### src/rtl/pipe_stage_reg_if.sv
// Valid/ready beat bus carrying a control bundle and a data bundle between
// two adjacent pipeline stages.
interface pipe_stage_reg_if #(
  parameter int unsigned CTRL_W = 10,
  parameter int unsigned DATA_W = 111
);
  logic              valid;
  logic              ready;
  logic [CTRL_W-1:0] ctrl;
  logic [DATA_W-1:0] data;

  modport master (output valid, output ctrl, output data, input ready);
  modport slave  (input valid, input ctrl, input data, output ready);
endinterface

### src/rtl/pipe_stage_reg.sv
// Generic pipeline stage register: valid/ready handshake, flush, optional
// skid entry and saturating stall/bubble counters.
module pipe_stage_reg #(
  parameter int unsigned CTRL_W = 10,
  parameter int unsigned DATA_W = 111,
  parameter int unsigned SKID   = 1,
  parameter int unsigned CNT_W  = 16
) (
  input  logic                  clk,
  input  logic                  reset,
  input  logic                  flush_i,
  pipe_stage_reg_if.slave       up_if,
  pipe_stage_reg_if.master      dn_if,
  output logic [CNT_W-1:0]      stall_cnt_o,
  output logic [CNT_W-1:0]      bubble_cnt_o
);

  logic              main_valid_q, main_valid_d;
  logic              skid_valid_q, skid_valid_d;
  logic [CTRL_W-1:0] main_ctrl_q,  main_ctrl_d;
  logic [CTRL_W-1:0] skid_ctrl_q,  skid_ctrl_d;
  logic [DATA_W-1:0] main_data_q,  main_data_d;
  logic [DATA_W-1:0] skid_data_q,  skid_data_d;
  logic [CNT_W-1:0]  stall_q,      stall_d;
  logic [CNT_W-1:0]  bubble_q,     bubble_d;

  logic in_ready;
  logic accept;
  logic emit;

  // With the skid entry, in_ready depends only on a register and flush.
  assign in_ready = (SKID != 0) ? (!skid_valid_q && !flush_i)
                                : ((!main_valid_q || dn_if.ready) && !flush_i);
  assign accept   = up_if.valid && in_ready;
  assign emit     = main_valid_q && dn_if.ready;

  assign up_if.ready  = in_ready;
  assign dn_if.valid  = main_valid_q;
  assign dn_if.ctrl   = main_valid_q ? main_ctrl_q : '0;
  assign dn_if.data   = main_data_q;
  assign stall_cnt_o  = stall_q;
  assign bubble_cnt_o = bubble_q;

  always_comb begin
    main_valid_d = main_valid_q;
    skid_valid_d = skid_valid_q;
    main_ctrl_d  = main_ctrl_q;
    skid_ctrl_d  = skid_ctrl_q;
    main_data_d  = main_data_q;
    skid_data_d  = skid_data_q;

    if (flush_i) begin
      main_valid_d = 1'b0;
      skid_valid_d = 1'b0;
      main_ctrl_d  = '0;
      skid_ctrl_d  = '0;
    end else if (SKID != 0) begin
      if (!main_valid_q || emit) begin
        // Skid drains ahead of new input; in_ready is low while it is full.
        if (skid_valid_q) begin
          main_valid_d = 1'b1;
          main_ctrl_d  = skid_ctrl_q;
          main_data_d  = skid_data_q;
          skid_valid_d = 1'b0;
        end else if (accept) begin
          main_valid_d = 1'b1;
          main_ctrl_d  = up_if.ctrl;
          main_data_d  = up_if.data;
        end else begin
          main_valid_d = 1'b0;
        end
      end else if (accept) begin
        skid_valid_d = 1'b1;
        skid_ctrl_d  = up_if.ctrl;
        skid_data_d  = up_if.data;
      end
    end else begin
      if (accept) begin
        main_valid_d = 1'b1;
        main_ctrl_d  = up_if.ctrl;
        main_data_d  = up_if.data;
      end else if (emit) begin
        main_valid_d = 1'b0;
      end
    end
  end

  always_comb begin
    stall_d  = stall_q;
    bubble_d = bubble_q;
    if (main_valid_q && !dn_if.ready && (stall_q != '1))
      stall_d = stall_q + CNT_W'(1);
    if (!main_valid_q && dn_if.ready && (bubble_q != '1))
      bubble_d = bubble_q + CNT_W'(1);
  end

  always_ff @(posedge clk or posedge reset) begin
    if (reset) begin
      main_valid_q <= 1'b0;
      skid_valid_q <= 1'b0;
      main_ctrl_q  <= '0;
      skid_ctrl_q  <= '0;
      main_data_q  <= '0;
      skid_data_q  <= '0;
      stall_q      <= '0;
      bubble_q     <= '0;
    end else begin
      main_valid_q <= main_valid_d;
      skid_valid_q <= skid_valid_d;
      main_ctrl_q  <= main_ctrl_d;
      skid_ctrl_q  <= skid_ctrl_d;
      main_data_q  <= main_data_d;
      skid_data_q  <= skid_data_d;
      stall_q      <= stall_d;
      bubble_q     <= bubble_d;
    end
  end

endmodule

### src/flat_wrapper.sv
// flat-port wrapper written by rule: the top's interface ports become plain ports
module pipe_stage_reg_flat 
#(
  parameter int unsigned CTRL_W = 10,
  parameter int unsigned DATA_W = 111,
  parameter int unsigned SKID   = 1,
  parameter int unsigned CNT_W  = 16
)
  (clk, reset, flush_i, stall_cnt_o, bubble_cnt_o, up_if_valid, up_if_ctrl, up_if_data, up_if_ready, dn_if_valid, dn_if_ctrl, dn_if_data, dn_if_ready);
  pipe_stage_reg_if #(.CTRL_W(CTRL_W), .DATA_W(DATA_W)) up_if_i ();
  pipe_stage_reg_if #(.CTRL_W(CTRL_W), .DATA_W(DATA_W)) dn_if_i ();
  input  logic clk;
  input  logic reset;
  input  logic flush_i;
  output logic [CNT_W-1:0] stall_cnt_o;
  output logic [CNT_W-1:0] bubble_cnt_o;
  input wire logic [$bits(up_if_i.valid)-1:0] up_if_valid;
  input wire logic [$bits(up_if_i.ctrl)-1:0] up_if_ctrl;
  input wire logic [$bits(up_if_i.data)-1:0] up_if_data;
  output wire logic [$bits(up_if_i.ready)-1:0] up_if_ready;
  output wire logic [$bits(dn_if_i.valid)-1:0] dn_if_valid;
  output wire logic [$bits(dn_if_i.ctrl)-1:0] dn_if_ctrl;
  output wire logic [$bits(dn_if_i.data)-1:0] dn_if_data;
  input wire logic [$bits(dn_if_i.ready)-1:0] dn_if_ready;
  assign up_if_i.valid = up_if_valid;
  assign up_if_i.ctrl = up_if_ctrl;
  assign up_if_i.data = up_if_data;
  assign up_if_ready = up_if_i.ready;
  assign dn_if_valid = dn_if_i.valid;
  assign dn_if_ctrl = dn_if_i.ctrl;
  assign dn_if_data = dn_if_i.data;
  assign dn_if_i.ready = dn_if_ready;
  pipe_stage_reg #(.CTRL_W(CTRL_W), .DATA_W(DATA_W), .SKID(SKID), .CNT_W(CNT_W)) u_core (.clk(clk), .reset(reset), .flush_i(flush_i), .up_if(up_if_i), .dn_if(dn_if_i), .stall_cnt_o(stall_cnt_o), .bubble_cnt_o(bubble_cnt_o));
endmodule
### config.mk
export PLATFORM = sky130hd
export DESIGN_NAME = pipe_stage_reg_flat
export DESIGN_NICKNAME = d
export VERILOG_FILES = /design/src/rtl/pipe_stage_reg_if.sv /design/src/rtl/pipe_stage_reg.sv /design/src/flat_wrapper.sv
export SDC_FILE = /design/constraint.sdc
export NUM_CORES = 1
export LEC_CHECK = 0
export ABC_CLOCK_PERIOD_IN_PS = 23700
export CORE_MARGIN = 5
export CORE_UTILIZATION = 65
export CTS_CLUSTER_SIZE = 16
export DETAILED_ROUTE_END_ITERATION = 8
export DONT_BUFFER_PORTS = 1
export PLACE_DENSITY = 0.81
export SYNTH_ARGS = -nofsm -noshare
export SYNTH_HDL_FRONTEND = slang
export SYNTH_SLANG_ARGS = --single-unit
### constraint.sdc
create_clock -name clk -period 23.7 [get_ports clk]
set_input_delay 4.74 -clock clk [delete_from_list [all_inputs] [get_ports clk]]
set_output_delay 4.74 -clock clk [all_outputs]
set_load 0.005 [all_outputs]
==> metrics.txt, run 1 <==
status=completed; drt drc=0; final core utilization=0.721; Post-synth ARST share=1.00; clock slew at reported path FFs=~0.06 ns; CTS-repair resized insts=0; Initial Util=0.660; Hold Crit Depth=2; wire per inst=~19 um; VDD IR-drop max=roughly 0.07 mV; Area growth, synth to finish=9.29%; sw frac=0.266; placeable core area=~18000 sq um; top-count cell post-synth=nand2_1; Pleak=slightly below 6 nW; adder-cell share of the synthesized area=0.00212; P_sw=roughly 0.33 mW; Synth Warn #=0; combinational share of power=0.102; critical path class=input pin to primary output; P_int=approximately 0.9 mW; Crit. End Element=primary output; drt first-iter violations=slightly above 500; Detailed Routing Iterations Pass 1=4; Mapped Cells=1207; Clock Tree Buf Depth=3; syn avg cell area=around 9.8 sq um; Post-CTS Setup Bufs=0; largest net degree at the start of global routing=approximately 140; cts bufs inserted=29; width of the die=roughly 140 um; Flop pwr share=0.511; RSZ-0062 raised after global routing=false; Synth Flop Type=dfrtp_1; Vias/cell=about 5.8; nets=approximately 1300; Synth Net Count=approximately 1300; Final Hold Vio Count=0; synth top area cells=dfrtp_1 58%, nand2_1 12%, mux2i_1 10%; GPL Wtd Cong=0.824; Critical Path RT=~19 ns; Clock Skew=around 0.0074 ns; crit-path cells=nor2_1; Seq/Total Area, Yosys=0.585; filler instances=1241; critical path's top delay family=simple AND/OR/NAND/NOR gates; Synth Register Bits=~280; DP Wirelength=between 15000 and 20000 um; Post-synth EDFFs=0; fin crit share=0.411; Clk Latency, worst-skew pair=roughly 0.52 ns; CTS tree=yes; max-slew violation count=0; Max Clk Rate=103 MHz; final hold slack=around 0.47 ns; Power Density=95.3 nW/um^2; ANT cells=0; Final setup viols=0; XOR/XNOR Fraction of Synth Area=0.0185; top-area cell type share of the netlist area=0.585; R2R depth=5; first-pass GRT wire length=approximately 43000 um; # rows=roughly 50; Mapped Area=between 10000 and 15000 sq um; Setup TNS=0 ns; Simple-Gate Fraction of Synth Area=0.194; Die Area=~21000 sq um; HP Class=register to register; final worst path period need=approximately 10 ns; clock share of power=0.387; post-route ant nets=0; total number of vias=roughly 8300; Worst path slowest cell=nor2_1; Cell variety after synth=40; max_slew headroom=0.351; CTS root buffer=clkbuf_16; slowest stage delay, CP=between 0.2 and 0.3 ns; CP startpoint kind=input pin; fin area=around 13000 sq um; Global Route Usage Sum=0.256; Max Cap Viol=0; vias in the first global route=around 8500; layout cell share with drive strength beyond 1=0.0619; Port Buffers=0; CP Buf/Inv Count=0; post-synth top area cell=dfrtp_1; Clock Sinks=276; gr ovfl total=0; CTS H-Tree Depth=1; drt total wl=roughly 27000 um; Slew @ Worst Pin=0.974 ns; post-synthesis compound-gate area fraction=0.0675; Post-DP Area=around 12000 sq um; critical path depth=1; most instantiated cells after synthesis=364 x nand2_1, 276 x dfrtp_1, 123 x nor2_1, 121 x mux2i_1, 115 x a21oi_1; antenna violations before repair=0; Die Y=roughly 140 um; I/O pins=281; multiplexer share of the synthesized area=0.105; Critical Path Fanout Max=25; CTS Hold Bufs=0; combinational family with the most area after synthesis=simple AND/OR/NAND/NOR gates; critical path arrival=between 5 and 6 ns
==> cell type report <==
| class | instances | area [sq um] | area share |
|---|---|---|---|
| clock buffers | 40 | 847 | 0.0656 |
| clock inverters | 13 | 181 | 0.0141 |
| inverters | 2 | 15.0 | 0.00116 |
| multi-input cells | 855 | 4600 | 0.356 |
| flip-flops and latches | 276 | 6910 | 0.535 |
| well taps | 229 | 287 | 0.0222 |
| repair buffers | 10 | 75.1 | 0.00581 |
==> kinds of logic after synthesis <==
| kind of cell | count (synthesis) |
|---|---|
| mux | 123 |
| buf+inv | 76 |
| fa+ha+maj | 2 |
| flops | 276 |
| simple gates | 558 |
| compound gates | 147 |
| xor+xnor | 25 |
==> worst reg2reg max path: stages, from the launching register on <==
cell     delay (ns)
dfrtp_1        0.65
nor2b_1        0.22
buf_4          0.22
and3_4         0.64
buf_4          0.77
o21ai_0        0.29
==> metrics by stage <==
step | std cells | power (mW) | worst slack, ns
after floorplan | 1207 | 0.719 | 11.35
after global placement | 1372 | 0.750 | 13.94
after detailed placement | 1372 | 0.761 | 13.95
after CTS | 1425 | 1.24 | 13.95
after global routing | 1425 | 1.29 | 13.91
final | 1425 | 1.23 | 13.95
==> power by group through the flow <==
stage / Sequential (mW) / Clock [mW] / Combinational, mW
6_report: 0.628 / 0.476 / 0.126
2_1_floorplan: 0.612 / 0 / 0.107
3_3_place_gp: 0.632 / 0 / 0.118
5_1_grt: 0.639 / 0.506 / 0.148
3_5_place_dp: 0.635 / 0 / 0.126
4_1_cts: 0.629 / 0.483 / 0.127
==> sequential cells by signal (all words and copies together), names as in the netlist <==
signal	count
u_core.dn_if.valid	1
u_core.skid_data_q	111
u_core.skid_ctrl_q	10
u_core.dn_if.data	111
u_core.main_ctrl_q	10
u_core.bubble_cnt_o	16
u_core.skid_valid_q	1
u_core.stall_cnt_o	16
==> layer usage <==
layer / vias up / track usage / routed length, um
li1: 3904 / - / -
met1: 4049 / 0.334 / 10400
met2: 306 / 0.399 / 12700
met3: 73 / 0.0907 / 2950
met4: 0 / 0.0913 / 1070
met5: - / 0 / 0
==> path summary, 6_finish.rpt <==
check	start	endpoint	slack, ns
setup / recovery	flush_i	up_if_ready	13.95
hold / removal	u_core.main_ctrl_q[9]	u_core.main_ctrl_q[9]	0.47
setup reg to reg	u_core.dn_if.valid	u_core.skid_ctrl_q[6]	20.77
hold reg to reg	u_core.main_ctrl_q[9]	u_core.main_ctrl_q[9]	0.47
max in group asynchronous	reset	u_core.skid_data_q[8]	17.89
min in group asynchronous	reset	u_core.main_ctrl_q[1]	4.27
==> cells in the final DEF, fill, tap and decap left out, types with 2 or more instances in the layout <==
master      instances
nand4_1            12
nor3_1              6
o2111ai_1           2
xor2_1             10
o21ba_2             2
clkinv_2            6
and2_1             11
xnor2_1            15
clkbuf_1            3
o31ai_1            10
nand2_1           364
o21ai_0            14
dfrtp_1           275
and3_1              3
clkinvlp_4          2
nand2b_1           11
ha_1                2
nand3_1             8
nor2_1            123
bufinv_16           4
buf_4              10
clkbuf_8            8
and4_1              5
a21oi_1           115
clkbuf_16          29
nor2b_1             3
mux2i_1           121
Power figures use the tool's default switching activity.
==> inputs of run 2 (changes only) <==
--- a/config.mk
+++ b/config.mk
@@ -5,13 +5,13 @@
 export SDC_FILE = /design/constraint.sdc
 export NUM_CORES = 1
 export LEC_CHECK = 0
-export ABC_CLOCK_PERIOD_IN_PS = 23700
+export ABC_CLOCK_PERIOD_IN_PS = 9500
 export CORE_MARGIN = 5
-export CORE_UTILIZATION = 65
+export CORE_UTILIZATION = 63
 export CTS_CLUSTER_SIZE = 16
 export DETAILED_ROUTE_END_ITERATION = 8
 export DONT_BUFFER_PORTS = 1
-export PLACE_DENSITY = 0.81
+export PLACE_DENSITY = 0.79
 export SYNTH_ARGS = -nofsm -noshare
 export SYNTH_HDL_FRONTEND = slang
 export SYNTH_SLANG_ARGS = --single-unit
==> constraint.sdc (replaced) <==
create_clock -name clk -period 9.5 [get_ports clk]
set_input_delay 1.9 -clock clk [delete_from_list [all_inputs] [get_ports clk]]
set_output_delay 1.9 -clock clk [all_outputs]
set_load 0.005 [all_outputs]
==> metrics.txt, run 2 (same netlist as run 1, synthesis figures left out) <==
fin crit share=0.433; HP Class=register to register (unchanged); I/O pins=281 (unchanged); crit path to=up_if_ready (unchanged); Post-CTS Setup Bufs=0 (unchanged); CTS H-Tree Depth=1 (unchanged); layout cell share with drive strength beyond 1=0.0545 (was 0.0619); Clock Skew=0.0136 ns (was 0.00739 ns); Area growth, synth to finish=8.69% (was 9.29%); max-slew violation count=0 (unchanged); critical path class=input pin to primary output (unchanged); r2r endpoint=u_core.skid_ctrl_q[2] (was u_core.skid_ctrl_q[6]); Clock Tree Buf Depth=3 (unchanged); R2R depth=4 (was 5); clock slew at reported path FFs=0.06 ns (about the same); ANT cells=0 (unchanged); Die Y=147 um (was 145 um); Multi-input gate area=4600 sq um (unchanged); CTS root buffer=clkbuf_16 (unchanged); GPL Wtd Cong=0.874 (was 0.824); Hold Startpoint=u_core.main_ctrl_q[0] (was u_core.main_ctrl_q[9]); CP startpoint kind=input pin (unchanged); Setup TNS=0 ns (unchanged); drt total wl=27000 um (was 27100 um); Die Area=21600 sq um (was 21000 sq um); commonest non-fill, non-tap cell in the layout=nand2_1 (unchanged); Clk Latency, worst-skew pair=0.53 ns (was 0.52 ns); final worst path period need=4.11 ns; Power Density=234 nW/um^2 (was 95.3 nW/um^2); width of the die=147 um (was 145 um); Vias/cell=5.80 (was 5.85); CP Buf/Inv Count=0 (unchanged); cts bufs inserted=29 (unchanged); filler instances=1357 (was 1241); final core utilization=0.691 (was 0.721); RSZ-0062 raised after global routing=false (unchanged); Detailed Routing Iterations Pass 1=5 (was 4); critical path depth=1 (unchanged); Critical R2R Launch=u_core.dn_if.valid (unchanged); CP Launch Point=flush_i (unchanged); Max Clk Rate=about 240 MHz; critical path arrival=2.21 ns (was 5.01 ns); nets=1299 (was 1302); drt first-iter violations=476 (was 514); post-route ant nets=0 (unchanged); drt drc=0 (unchanged); critical path's top delay family=simple AND/OR/NAND/NOR gates (unchanged); CTS Hold Bufs=0 (unchanged); Final Hold Vio Count=0 (unchanged); first-pass GRT wire length=45000 um (was 43400 um); vias in the first global route=8424 (was 8468); DP Wirelength=17200 um (was 17100 um); # rows=50 (was 49); gr ovfl total=0 (unchanged); Pleak=5.77 nW (was 5.82 nW); slowest stage delay, CP=0.31 ns (was 0.27 ns); Clock Sinks=276 (unchanged); Initial Util=0.636 (was 0.660); largest net degree at the start of global routing=223 (was 139); commonest non-fill, non-tap cells in the layout=364 x nand2_1, 275 x dfrtp_1, 123 x nor2_1, 121 x mux2i_1, 115 x a21oi_1 (unchanged); total number of vias=8268 (was 8332); Max Cap Viol=0 (unchanged); CTS tree=yes (unchanged); Worst path slowest cell=nor2_1 (unchanged); Slew @ Worst Pin=1.08 ns (was 0.974 ns); Port Buffers=0 (unchanged); CTS-repair resized insts=0 (unchanged); Crit. End Element=primary output (unchanged); wire per inst=18.9 um (was 19.0 um); max_slew headroom=0.277 (was 0.351); Critical Path RT=7.60 ns (was 18.96 ns); Global Route Usage Sum=0.252 (was 0.256); register area=6910 sq um (unchanged); status=completed (unchanged); VDD IR-drop max=0.155 mV (was 0.0680 mV); Final setup viols=0 (unchanged); Critical Path Fanout Max=25 (unchanged); crit-path cells=nor2_1 (unchanged); placeable core area=18600 sq um (was 17900 sq um); flop-to-flop setup slack=6.09 ns (was 20.77 ns); antenna violations before repair=0 (unchanged)
==> run 2: how the worst min path moves through the flow <==
stage | endpoint | cells past startpoint | slack [ns]
after floorplan | u_core.main_ctrl_q[0] | 2 | 0.44
after global placement | u_core.main_ctrl_q[8] | 2 | 0.45
after detailed placement | u_core.main_ctrl_q[0] | 2 | 0.46
after CTS | u_core.main_ctrl_q[0] | 2 | 0.47
after global routing | u_core.main_ctrl_q[0] | 2 | 0.49
final | u_core.main_ctrl_q[0] | 2 | 0.47
==> run 2: layout make-up <==
| class | count | share of cell area |
|---|---|---|
| sequential | 276 | 0.538 |
| multi-input combinational | 855 | 0.358 |
| clock buffer | 45 | 0.0674 |
| tap | 234 | 0.0228 |
| clock inverter | 7 | 0.00682 |
| timing repair buffer | 7 | 0.00604 |
| inverter | 2 | 0.000877 |
==> run 2: report_power, final <==
part	total, mW	switching, mW	internal [mW]
clock network	1.12	0.447	0.676
logic	0.310	0.177	0.133
registers	1.57	0.179	1.39
==> run 2: metrics by stage <==
step	std cells	hold slack (ns)	setup slack [ns]	power (mW)	instance area (sq um)
4_1_cts	1426	0.471	5.39	3.03	12800
5_1_grt	1426	0.487	5.23	3.17	12800
2_1_floorplan	1207	0.441	3.95	1.79	11800
3_5_place_dp	1374	0.458	4.95	1.90	11900
3_3_place_gp	1374	0.453	5.04	1.87	11900
6_report	1426	0.467	5.39	3.00	12800
==> run 2: layer usage <==
layer / vias to the layer above / part of all wire / track usage
met3: 66 / 0.10 / 0.0888
met5: - / 0 / 0
li1: 3903 / - / -
met2: 291 / 0.48 / 0.396
met4: 0 / 0.038 / 0.0890
met1: 4008 / 0.38 / 0.328
